<file path="config.mk">
export PLATFORM = sky130hd
export DESIGN_NAME = mult_div_unit
export DESIGN_NICKNAME = d
export VERILOG_FILES = /design/src/rtl/mult_div_unit.sv
export SDC_FILE = /design/constraint.sdc
export NUM_CORES = 1
export LEC_CHECK = 0
export ABC_CLOCK_PERIOD_IN_PS = 3500
export BUFFER_PORTS_ARGS = -buffer_cell sky130_fd_sc_hd__buf_4
export CAP_MARGIN = 15
export CORE_ASPECT_RATIO = 0.5
export CORE_MARGIN = 2
export CORE_UTILIZATION = 60
export DETAILED_ROUTE_END_ITERATION = 8
export PLACE_DENSITY = 0.82
export SETUP_SLACK_MARGIN = 0.3
export SYNTH_ARGS = -nofsm -noshare
export SYNTH_HDL_FRONTEND = slang
export SYNTH_SLANG_ARGS = --single-unit
</file>
<file path="constraint.sdc">
create_clock -name clk -period 3.5 [get_ports clk]
set_clock_uncertainty 0.05 [all_clocks]
set_input_delay 1.05 -clock clk [delete_from_list [all_inputs] [get_ports clk]]
set_output_delay 1.05 -clock clk [all_outputs]
set_load 0.01 [all_outputs]
</file>
<file path="src/rtl/mult_div_unit.sv">
// mult_div_unit: iterative multiply/divide unit with HI/LO result registers.
// Define MULT_DIV_UNIT_DIV_EN to build in the restoring-divide datapath.
module mult_div_unit #(
    parameter int bit_size = 32
) (
    input  logic                clk,
    input  logic                rst,
    input  logic                start,
    input  logic [1:0]          op,
    input  logic [bit_size-1:0] src_a,
    input  logic [bit_size-1:0] src_b,
    input  logic                mthi,
    input  logic                mtlo,
    output logic                busy,
    output logic                done,
    output logic [bit_size-1:0] hi,
    output logic [bit_size-1:0] lo
);
    localparam int W  = bit_size;
    localparam int CW = $clog2(bit_size + 1);

    typedef enum logic [1:0] {IDLE, CALC, FIX, DONE} state_t;

    state_t         state_q, state_d;
    logic [CW-1:0]  cnt_q, cnt_d;
    logic [W-1:0]   m_q, m_d;
    logic [2*W-1:0] prod_q, prod_d;
    logic           neg_q, neg_d;
    logic [W-1:0]   hi_q, hi_d;
    logic [W-1:0]   lo_q, lo_d;
`ifdef MULT_DIV_UNIT_DIV_EN
    logic           div_q, div_d;
    logic           rneg_q, rneg_d;
    logic           dz_q, dz_d;
`endif

    logic           sa, sb;
    logic [W-1:0]   abs_a, abs_b;
    logic [W-1:0]   addend;
    logic [W:0]     msum;
    logic [2*W-1:0] mul_next;
    logic [2*W-1:0] prod_neg;
`ifdef MULT_DIV_UNIT_DIV_EN
    logic [W:0]     dsh, ddif;
    logic [W-1:0]   rem_new;
    logic [W-1:0]   q_fix, r_fix;
    logic [2*W-1:0] div_next;
`endif

    // Operand conditioning: magnitudes for signed ops, raw values otherwise
    always_comb begin
        sa    = op[0] & src_a[W-1];
        sb    = op[0] & src_b[W-1];
        abs_a = sa ? ('0 - src_a) : src_a;
        abs_b = sb ? ('0 - src_b) : src_b;
    end

    // One shift-add multiply step; prod holds {partial, multiplier}
    always_comb begin
        addend   = prod_q[0] ? m_q : '0;
        msum     = {1'b0, prod_q[2*W-1:W]} + {1'b0, addend};
        mul_next = {msum, prod_q[W-1:1]};
        prod_neg = '0 - prod_q;
    end

`ifdef MULT_DIV_UNIT_DIV_EN
    // One restoring-divide step; prod holds {remainder, quotient}
    always_comb begin
        dsh      = {prod_q[2*W-1:W], prod_q[W-1]};
        ddif     = dsh - {1'b0, m_q};
        rem_new  = ddif[W] ? dsh[W-1:0] : ddif[W-1:0];
        div_next = {rem_new, prod_q[W-2:0], ~ddif[W]};
        if (dz_q)
            q_fix = '1;
        else
            q_fix = neg_q ? ('0 - prod_q[W-1:0]) : prod_q[W-1:0];
        r_fix = rneg_q ? ('0 - prod_q[2*W-1:W]) : prod_q[2*W-1:W];
    end
`endif

    // Next-state, datapath and HI/LO update
    always_comb begin
        state_d = state_q;
        cnt_d   = cnt_q;
        m_d     = m_q;
        prod_d  = prod_q;
        neg_d   = neg_q;
        hi_d    = hi_q;
        lo_d    = lo_q;
`ifdef MULT_DIV_UNIT_DIV_EN
        div_d   = div_q;
        rneg_d  = rneg_q;
        dz_d    = dz_q;
`endif
        unique case (state_q)
            IDLE, DONE: begin
                state_d = IDLE;
                if (start) begin
`ifdef MULT_DIV_UNIT_DIV_EN
                    state_d = CALC;
                    cnt_d   = '0;
                    neg_d   = sa ^ sb;
                    div_d   = op[1];
                    rneg_d  = sa;
                    dz_d    = (src_b == '0);
                    if (op[1]) begin
                        prod_d = {{W{1'b0}}, abs_a};
                        m_d    = abs_b;
                    end else begin
                        prod_d = {{W{1'b0}}, abs_b};
                        m_d    = abs_a;
                    end
`else
                    if (op[1]) begin
                        // No divider: finish at once, HI/LO untouched
                        state_d = DONE;
                    end else begin
                        state_d = CALC;
                        cnt_d   = '0;
                        neg_d   = sa ^ sb;
                        prod_d  = {{W{1'b0}}, abs_b};
                        m_d     = abs_a;
                    end
`endif
                end else begin
                    if (mthi)
                        hi_d = src_a;
                    if (mtlo)
                        lo_d = src_a;
                end
            end
            CALC: begin
                cnt_d = cnt_q + CW'(1);
`ifdef MULT_DIV_UNIT_DIV_EN
                prod_d = div_q ? div_next : mul_next;
`else
                prod_d = mul_next;
`endif
                if (cnt_q == CW'(W - 1)) begin
                    state_d = FIX;
                    cnt_d   = '0;
                end
            end
            FIX: begin
                state_d = DONE;
`ifdef MULT_DIV_UNIT_DIV_EN
                if (div_q) begin
                    hi_d = r_fix;
                    lo_d = q_fix;
                end else begin
                    {hi_d, lo_d} = neg_q ? prod_neg : prod_q;
                end
`else
                {hi_d, lo_d} = neg_q ? prod_neg : prod_q;
`endif
            end
            default: state_d = IDLE;
        endcase
    end

    // State and datapath registers with synchronous reset
    always_ff @(posedge clk) begin
        if (rst) begin
            state_q <= IDLE;
            cnt_q   <= '0;
            m_q     <= '0;
            prod_q  <= '0;
            neg_q   <= 1'b0;
            hi_q    <= '0;
            lo_q    <= '0;
`ifdef MULT_DIV_UNIT_DIV_EN
            div_q   <= 1'b0;
            rneg_q  <= 1'b0;
            dz_q    <= 1'b0;
`endif
        end else begin
            state_q <= state_d;
            cnt_q   <= cnt_d;
            m_q     <= m_d;
            prod_q  <= prod_d;
            neg_q   <= neg_d;
            hi_q    <= hi_d;
            lo_q    <= lo_d;
`ifdef MULT_DIV_UNIT_DIV_EN
            div_q   <= div_d;
            rneg_q  <= rneg_d;
            dz_q    <= dz_d;
`endif
        end
    end

    assign busy = (state_q == CALC) || (state_q == FIX);
    assign done = (state_q == DONE);
    assign hi   = hi_q;
    assign lo   = lo_q;

endmodule

</file>
; ---- Yosys cells after proc, flatten, opt, wreduce, memory -nomap -nowiden
; Index checks and enable logic that the tools add are counted.
[totals]
word_cells = 56
out_inout_bits = 66
regBits = 169
latch_bits = 0
n_memories = 0
rom_bits = 0
ramBits = 0
[op_classes]
n_eq_ne = 10
mul = 0
n_mux = 21
n_reduce_logical = 9
magnitude_cmp = 0
add_sub_neg = 5
n_div = 0
bitwise = 4
n_shift = 0
[ops]
columns = cell, count
row1 = $mux 32, 7
row2 = $mux 64, 3
row3 = $pmux 32 s2, 2
row4 = $pmux 64 s2, 1
row5 = $sub 1x32->32 const A, 2
row6 = $sub 1x64->64 const A, 1
row7 = $add 32x32->33, 1
row8 = $mux 6, 3
row9 = $ne 2x2->1 const B, 6
row10 = $pmux 6 s2, 1
row11 = $reduce_and 3->1, 4
row12 = $add 6x1->6 const B, 1
row13 = $eq 6x5->1 const B, 1
row14 = $mux 2, 3
row15 = $pmux 2 s3, 1
row16 = $eq 2x2->1 const B, 2
row17 = $reduce_bool 2->1, 2
row18 = $and 1x1->1, 2
row19 = $eq 2x1->1 const B, 1
row20 = $logic_not 2->1, 1
row21 = $reduce_or 2->1, 1
row22 = $logic_or 1x1->1, 1
row23 = $not 1->1, 1
row24 = $xor 1x1->1, 1

; ---- Logic depth before layout (Yosys ltp)
; Gate-level depths: netlist (run 1).
[logic_depth]
word_depth = 5
depth_mapped = 13
depth_no_buf = 11

; ---- Worst setup path after synthesis (run 1)
; Ideal clock, no wire load.
[synth_path]
path_kind = input to register
start = input port src_a[21]
end = register m_q[29]
arrival_time_ns = 3.155
setup_time_ns = 0.070
path_slack_ns = 0.225
path_stages = 7
cell_sequence = or4_1 -> or4_1 -> or4_1 -> o41ai_2 -> xnor2_1 -> nand2_1 -> a21oi_1
[synth_between]
elab_chain_len = 2
[synth_rtl]
columns = element, line
row1 = from (decl), 10  ; input logic [bit_size-1:0] src_a,
row2 = $sub 1x32->32, 54  ; abs_a = sa ? ('0 - src_a) : src_a;
row3 = $mux 32, 54
row4 = to (signal assigned), 179  ; m_q <= m_d;
row5 = to (decl), 26  ; logic [W-1:0] m_q, m_d;
; No other way between the ends.
; A chain may end at the register's enable or synchronous reset.

; ---- Worst setup path after layout (run 1)
[layout_path]
start = register prod_q[0]
end = register prod_q[53]
[layout_between]
elab_chain_len = 3
[layout_rtl]
columns = element, line
row1 = from (decl), 27  ; logic [2*W-1:0] prod_q, prod_d;
row2 = from (signal assigned), 180  ; prod_q <= prod_d;
row3 = $mux 32, 60  ; addend = prod_q[0] ? m_q : '0;
row4 = $add 32x32->33, 61  ; msum = {1'b0, prod_q[2*W-1:W]} + {1'b0, addend};
row5 = $pmux 64 s2, 95  ; unique case (state_q)
; No other way between the ends.

==> results of run 1 <==
[cells in the mapped netlist (all sizes together) (14+ instances only)]
cell,count
nor2,180
clkbuf,90
o31ai,33
nand2b,19
ha,39
or4,20
nand2,163
a21o,15
nor4,19
a221oi,14
mux2i,14
xnor2,47
nand4,15
nor3,29
xor2,81
o21ai,98
a21oi,132
nand3,24
or3,17
and2,37
o211ai,22
dfxtp,169
a211oi,50
inv,31
and3,16
[placed cells by master (no fill, tap or decap), types with 17 or more instances in the layout]
cell,synthesis,final
sky130_fd_sc_hd__nand2b_1,19,19
sky130_fd_sc_hd__nor2_1,180,178
sky130_fd_sc_hd__nor3_1,28,28
sky130_fd_sc_hd__o31ai_1,30,28
sky130_fd_sc_hd__ha_1,39,34
sky130_fd_sc_hd__dfxtp_1,169,168
sky130_fd_sc_hd__a21oi_1,132,127
sky130_fd_sc_hd__xnor2_1,47,47
sky130_fd_sc_hd__inv_1,31,31
sky130_fd_sc_hd__a211oi_1,50,49
sky130_fd_sc_hd__o211ai_1,22,22
sky130_fd_sc_hd__buf_4,0,186
sky130_fd_sc_hd__o21ai_0,87,87
sky130_fd_sc_hd__nand3_1,24,23
sky130_fd_sc_hd__xor2_1,81,81
sky130_fd_sc_hd__nand2_1,161,161
sky130_fd_sc_hd__and2_1,37,37
sky130_fd_sc_hd__clkbuf_16,0,17
[flip-flops by register name, summed over array words and instances (netlist names)]
| name | count |
|---|---|
| cnt_q | 6 |
| hi | 32 |
| lo | 32 |
| m_q | 32 |
| neg_q | 1 |
| prod_q | 64 |
| state_q | 2 |
[worst max-delay path by stage]
stage	to	depth (start not counted)	start	slack, ns
2_1_floorplan	m_q[29]	8	src_a[0]	0.28
3_3_place_gp	m_q[29]	8	src_a[21]	0.07
3_5_place_dp	m_q[29]	8	src_a[0]	0.04
4_1_cts	prod_q[62]	12	prod_q[0]	0.35
5_1_grt	prod_q[60]	11	prod_q[0]	0.30
6_report	prod_q[53]	11	prod_q[0]	0.37
[routing by layer]
metal / vias up / track usage
li1: 5763 / -
met1: 5826 / 0.522
met2: 752 / 0.622
met3: 104 / 0.0848
met4: 0 / 0.148
met5: - / 0
[cells by family after synthesis]
kind of cell             count (synthesis)  share of synthesized area
AND/OR/NAND/NOR                        569                      0.243
AO/OA/AOI/OAI                          474                      0.269
flip-flops                             169                      0.292
buffers and inverters                  131                     0.0433
XOR/XNOR                               128                     0.0967
adder cells (fa/ha/maj)                 40                     0.0438
multiplexers                            14                     0.0121
[repair_timing]
action,in CTS,in global routing
resized for setup,1,15
hold buffers,0,0
endpoints found under the setup margin,2,12
cloned,0,0
setup buffers,0,2
hold endpoints to repair,0,0
pin swaps,0,1
[power groups by stage]
stage / clock, uW / combinational (uW) / sequential (uW)
4_1_cts: 1950 / 3910 / 2690
3_5_place_dp: 0 / 3880 / 2730
6_report: 1950 / 4060 / 2710
5_1_grt: 2040 / 4340 / 2750
2_1_floorplan: 0 / 2460 / 2710
3_3_place_gp: 0 / 3810 / 2710
[cell type report]
cell class	instances	area share
Clock buffer	19	0.0332
Clock inverter	12	0.0102
Inverter	31	0.00852
Multi-Input combinational cell	1225	0.574
Sequential cell	169	0.248
Tap cell	259	0.0237
Timing Repair Buffer	186	0.102
[critical path: cells and delay by family (launching register included)]
family / cells / cell delay [ns]
simple gates: 1 / 0.19
compound gates: 7 / 1.75
buf+inv: 2 / 0.37
flops: 1 / 0.31
fa+ha+maj: 1 / 0.34
[per-stage QoR]
| stage | instance area [sq um] | std cells | util | setup slack (ns) | hold slack, ns |
|---|---|---|---|---|---|
| 5_1_grt | 13700 | 1901 | 0.732 | 0.299 | 0.428 |
| 2_1_floorplan | 11600 | 1525 | - | 0.280 | 0.377 |
| 6_report | 13700 | 1901 | 0.732 | 0.367 | 0.404 |
| 3_3_place_gp | 13000 | 1868 | 0.695 | 0.0732 | 0.390 |
| 4_1_cts | 13600 | 1899 | 0.727 | 0.349 | 0.405 |
| 3_5_place_dp | 13000 | 1868 | 0.695 | 0.0398 | 0.396 |
==> impl_metrics.sql, run 1 <==
INSERT INTO impl_metrics (metric_group, metric, value, unit) VALUES
('route', 'met3WireLength', '4.95', 'mm'),
('power_and_ir_drop', 'total_switching_power', '3780', 'uW'),
('synthesis', 'ys_seq_area_frac', '0.292', ''),
('route', 'route.layer.met1.wl', '16.6', 'mm'),
('cts', 'cts-htree-levels', '4', ''),
('power_and_ir_drop', 'internal-power', '4930', 'uW'),
('route', 'remaining_drc_errors', '2', ''),
('route', 'drt-wirelength-per-cell', '21.2', 'microns'),
('synthesis', 'async_flop_share', '0', ''),
('synthesis', 'netlist.area_leader.share', '0.292', ''),
('global_route', 'first_global_vias', '11429', ''),
('cts', 'cts_bufs_inserted', '17', ''),
('power_and_ir_drop', 'report.power.total', '8720', 'uW'),
('job', 'timing.max_cap.violations', '0', ''),
('global_route', 'gr-usage-all-layers', '0.389', ''),
('synthesis', 'synth_seq_cells', '169', ''),
('route', 'route.final.wire_length', '40.4', 'mm'),
('critical_path', 'r2r_slack', '0.37', 'ns'),
('power_and_ir_drop', 'power.combinational.fraction', '0.465', ''),
('timing', 'totalNegativeSetupSlack', '0', 'ns'),
('power_and_ir_drop', 'powerDensity', '638', 'mW/mm^2'),
('synthesis', 'netlist-cell-type-count', '74', ''),
('final_layout', 'fraction_of_final_layout_cells_sized_beyond_drive_strength_1', '0.167', ''),
('critical_path', 'cp_slowest_cell', 'sky130_fd_sc_hd__a21oi_1', ''),
('cts', 'clock_latency', '0.45', 'ns'),
('synthesis', 'yosys_most_used_dff', 'sky130_fd_sc_hd__dfxtp_1', ''),
('global_route', 'grt_start_max_net_pins', '91', ''),
('timing', 'period_share', '0.895', ''),
('die', 'initial_standard_cell_utilization_of_the_core', '0.621', ''),
('placed_design', 'place_congestion', '0.996', ''),
('die', 'top_level_ports', '137', ''),
('timing', 'worst_slew_margin_rel', '0.385', ''),
('outcome', 'run_status', 'finished, violations left', ''),
('placed_design', 'place_hpwl', '30.2', 'mm'),
('critical_path', 'critPathMaxFanout', '31', ''),
('power_and_ir_drop', 'worst_case_vdd_ir_drop', '470', 'uV'),
('synthesis', 'synth_edf_count', '0', ''),
('timing', 'finalHoldViolCount', '0', ''),
('min_path', 'timing.hold.worst.start', 'lo[1]', ''),
('final_layout', 'register_area', '0.00338', 'sq mm'),
('timing', 'rsz0062_at_grt', 'false', ''),
('cts', 'clk_path_buf_depth', '2', ''),
('timing', 'max_slew.worst_pin.slew', '0.922', 'ns'),
('synthesis', 'synth.largest_area_cell', 'sky130_fd_sc_hd__dfxtp_1', ''),
('power_and_ir_drop', 'clock_power_share', '0.224', ''),
('route', 'top_signal_layer_used', 'met4', ''),
('critical_path', 'setup.worst_path.class', 'reg -> reg', ''),
('route', 'drt_pre_antenna_iters', '8', ''),
('global_route', 'grt_overflow', '0', ''),
('critical_path', 'critPathMaxStageDelay', '0.37', 'ns'),
('synthesis', 'synth.avg_cell_area', '7.60', 'sq um'),
('placed_design', 'port_buffers', '136', ''),
('critical_path', 'critical_path.startpoint_type', 'flop', ''),
('cts', 'cts-root-buf', 'sky130_fd_sc_hd__clkbuf_16', ''),
('min_path', 'hold_depth', '2', ''),
('route', 'drt_iter0_markers', '1519', ''),
('critical_path', 'critical_path.reg2reg.endpoint', 'prod_q[53]', ''),
('die', 'die_width', '201', 'microns'),
('synthesis', 'post_synth_inst_count', '1525', ''),
('route', 'postRouteAntennaNets', '0', ''),
('route', 'met2_wl', '17.7', 'mm'),
('synthesis', 'synth_area', '0.0116', 'sq mm'),
('critical_path', 'crit_arrival', '3.42', 'ns'),
('min_path', 'min_to', 'lo[1]', ''),
('timing', 'final_period_minus_worst_setup_slack', '3.13', 'ns'),
('global_route', 'grt_antenna_before_repair', '0', ''),
('outcome', 'failing_checks', 'design-rule violations', ''),
('route', 'via_count', '12445', ''),
('cts', 'cts.sinks', '169', ''),
('min_path', 'holdCritPathClass', 'reg -> reg', ''),
('route', 'via_per_inst', '6.55', '');
Note: power is estimated with default switching activity, not from simulation.
==> inputs of run 2 (changes only) <==
ABC_CLOCK_PERIOD_IN_PS = 4000   (was 3500)
clock period = 4 ns   (was 3.5 ns; I/O delays follow)
==> run 2 against run 1 <==
  * The flow now finishes without violations
  * Hold slack improved by 0.0037 ns
  * Global-route usage rose by 0.20 points
  * Setup slack better by 0.24 ns
  * Core utilization shrank 1.4 points
==> impl_metrics.sql, run 2 (same netlist as run 1, synthesis figures left out) <==
INSERT INTO impl_metrics (metric_group, metric, value, unit) VALUES
('cts', 'cts_setup_buffers', '0', ''),
('cts', 'cts_bufs_inserted', '17', ''),
('timing', 'worst_slew_margin_rel', '0.365', ''),
('timing', 'rsz0062_at_grt', 'false', ''),
('final_layout', 'fillerInstances', '1537', ''),
('min_path', 'timing.hold.worst.start', 'lo[24]', ''),
('cts', 'cts.clk_slew.worst_paths', '0.07', 'ns'),
('final_layout', 'max_flop_register', 'prod_q', ''),
('critical_path', 'worstPathCellList', 'buf_4 > or4_1 > or4_1 > nor4_1 > a21oi_1 > xnor2_1 > a211oi_1', ''),
('final_layout', 'layout_common_cells', 'sky130_fd_sc_hd__nor2_1, sky130_fd_sc_hd__dfxtp_1, sky130_fd_sc_hd__buf_4', ''),
('die', 'die_y', '102', 'microns'),
('route', 'route.final.wire_length', '40.7', 'mm'),
('route', 'remaining_drc_errors', '0', ''),
('route', 'postRouteAntennaNets', '0', ''),
('critical_path', 'top_family_by_delay_on_critical_path', 'simple AND/OR/NAND/NOR gates', ''),
('timing', 'totalNegativeSetupSlack', '0', 'ns'),
('global_route', 'first_global_vias', '11372', ''),
('job', 'timing.max_cap.violations', '0', ''),
('critical_path', 'required_time_of_the_critical_path', '4.31', 'ns'),
('die', 'initial_standard_cell_utilization_of_the_core', '0.621', ''),
('min_path', 'hold_depth', '2', ''),
('min_path', 'holdCritPathClass', 'reg -> reg', ''),
('critical_path', 'critPathMaxStageDelay', '0.60', 'ns'),
('critical_path', 'ff2ff_path_depth', '10', ''),
('critical_path', 'critical_path.reg2reg.endpoint', 'prod_q[58]', ''),
('timing', 'clock.fmax', '0.295', 'GHz'),
('min_path', 'min_to', 'lo[24]', ''),
('cts', 'cts-htree-levels', '4', ''),
('timing', 'drv_slew', '0', ''),
('cts', 'clock_latency', '0.45', 'ns'),
('critical_path', 'critical_path.endpoint_type', 'flop', ''),
('final_layout', 'multi_input_area', '0.00775', 'sq mm'),
('cts', 'cts-root-buf', 'sky130_fd_sc_hd__clkbuf_16', ''),
('final_layout', 'register_area', '0.00338', 'sq mm'),
('critical_path', 'critPathMostFrequentCell', 'sky130_fd_sc_hd__or4_1', ''),
('critical_path', 'crit_arrival', '3.71', 'ns'),
('final_layout', 'fraction_of_final_layout_cells_sized_beyond_drive_strength_1', '0.145', ''),
('critical_path', 'setup.worst_path.class', 'in -> reg', ''),
('die', 'core', '0.0187', 'sq mm'),
('cts', 'cts_resized', '0', ''),
('global_route', 'grt_start_max_net_pins', '91', ''),
('cts', 'clk_path_buf_depth', '2', ''),
('critical_path', 'critical_path.startpoint_type', 'input pin', ''),
('critical_path', 'critPathMaxFanout', '7', ''),
('timing', 'finalHoldViolCount', '0', ''),
('route', 'via_per_inst', '6.61', ''),
('final_layout', 'layout-area-overhead-vs-synth', '15.6', '%'),
('die', 'floorplan.die_area', '0.0205', 'sq mm'),
('critical_path', 'timing.rr.start', 'prod_q[0]', ''),
('critical_path', 'cp_slowest_cell', 'sky130_fd_sc_hd__nor4_1', ''),
('timing', 'setup_viol_count_final', '0', ''),
('final_layout', 'layout.nets', '1717', ''),
('power_and_ir_drop', 'report.power.total', '7610', 'uW'),
('global_route', 'grt_first_pass_wirelength', '62.6', 'mm'),
('route', 'via_count', '12415', ''),
('cts', 'cts_tree', 'yes', ''),
('die', 'die_width', '201', 'microns'),
('placed_design', 'place_hpwl', '30.2', 'mm'),
('power_and_ir_drop', 'powerDensity', '568', 'mW/mm^2'),
('placed_design', 'place_congestion', '0.984', ''),
('timing', 'final_period_minus_worst_setup_slack', '3.39', 'ns'),
('global_route', 'grt_antenna_before_repair', '1', ''),
('final_layout', 'antennaDiodeCount', '0', ''),
('critical_path', 'worstSetupPathDepth', '7', ''),
('final_layout', 'max_ffs_per_register', '64', ''),
('cts', 'cts.hold.buffers_added', '0', ''),
('placed_design', 'port_buffers', '136', ''),
('cts', 'cts.sinks', '169', ''),
('timing', 'period_share', '0.849', ''),
('global_route', 'grt_overflow', '0', ''),
('critical_path', 'r2r_slack', '0.67', 'ns'),
('die', 'rows', '35', ''),
('outcome', 'run_status', 'finished, final reports clean', ''),
('route', 'drt-wirelength-per-cell', '21.7', 'microns'),
('power_and_ir_drop', 'cellLeakagePower', '0.00521', 'uW'),
('final_layout', 'post-route-util', '0.718', ''),
('route', 'drt_pre_antenna_iters', '6', ''),
('power_and_ir_drop', 'worst_case_vdd_ir_drop', '460', 'uV'),
('route', 'drt_iter0_markers', '1511', ''),
('timing', 'fin_worst_hold_slack', '0.408', 'ns'),
('critical_path', 'cp_num_buf_inv', '1', ''),
('die', 'top_level_ports', '137', ''),
('final_layout', 'leading_cell_type_in_the_layout_fill_and_taps_excluded', 'sky130_fd_sc_hd__nor2_1', ''),
('timing', 'max_slew.worst_pin.slew', '0.952', 'ns'),
('global_route', 'gr-usage-all-layers', '0.391', '');
[run 2: worst register-to-register path: stages, from the launching register on]
cell and delay (ns):
sky130_fd_sc_hd__dfxtp_1 0.44, sky130_fd_sc_hd__buf_4 0.33, sky130_fd_sc_hd__and2_1 0.18, sky130_fd_sc_hd__ha_1 0.28, sky130_fd_sc_hd__a21o_1 0.22, sky130_fd_sc_hd__a21oi_1 0.28, sky130_fd_sc_hd__a21oi_1 0.24, sky130_fd_sc_hd__nor3_1 0.54
sky130_fd_sc_hd__o31a_1 0.35, sky130_fd_sc_hd__xor2_1 0.18, sky130_fd_sc_hd__o21ai_0 0.09
[run 2: per-layer routing]
| metal | vias to the layer above | share of wire | track usage |
|---|---|---|---|
| met5 | - | 0.00032 | 0 |
| met4 | 2 | 0.028 | 0.145 |
| met3 | 103 | 0.12 | 0.108 |
| met2 | 737 | 0.44 | 0.622 |
| met1 | 5860 | 0.41 | 0.514 |
| li1 | 5713 | - | - |
[run 2: per-stage QoR]
step / area [sq um] / cells / setup slack [ns]
5_1_grt: 13400 / 1877 / 0.409
2_1_floorplan: 11600 / 1525 / 0.575
3_5_place_dp: 12800 / 1846 / 0.258
6_report: 13400 / 1877 / 0.605
3_3_place_gp: 12800 / 1846 / 0.266
4_1_cts: 13400 / 1877 / 0.606
[run 2: final cells by class]
class                   instances  share of cell area
clock buffers                  19              0.0331
clock inverters                12              0.0124
inverters                      31             0.00869
multi-input cells            1225               0.578
flip-flops and latches        169               0.253
well taps                     259              0.0242
repair buffers                162              0.0908
[run 2: worst max-delay path by stage]
stage,start,endpoint,slack (ns)
3_3_place_gp,src_a[21],m_q[29],0.27
2_1_floorplan,src_a[21],m_q[29],0.57
6_report,src_a[0],m_q[11],0.61
4_1_cts,prod_q[0],prod_q[59],0.61
3_5_place_dp,src_a[0],m_q[29],0.26
5_1_grt,prod_q[0],prod_q[58],0.41
[run 2: where the power goes]
group	total, uW	internal [uW]	switching (uW)
logic	3460	1230	2230
clock network	1770	1010	762
registers	2380	2040	344
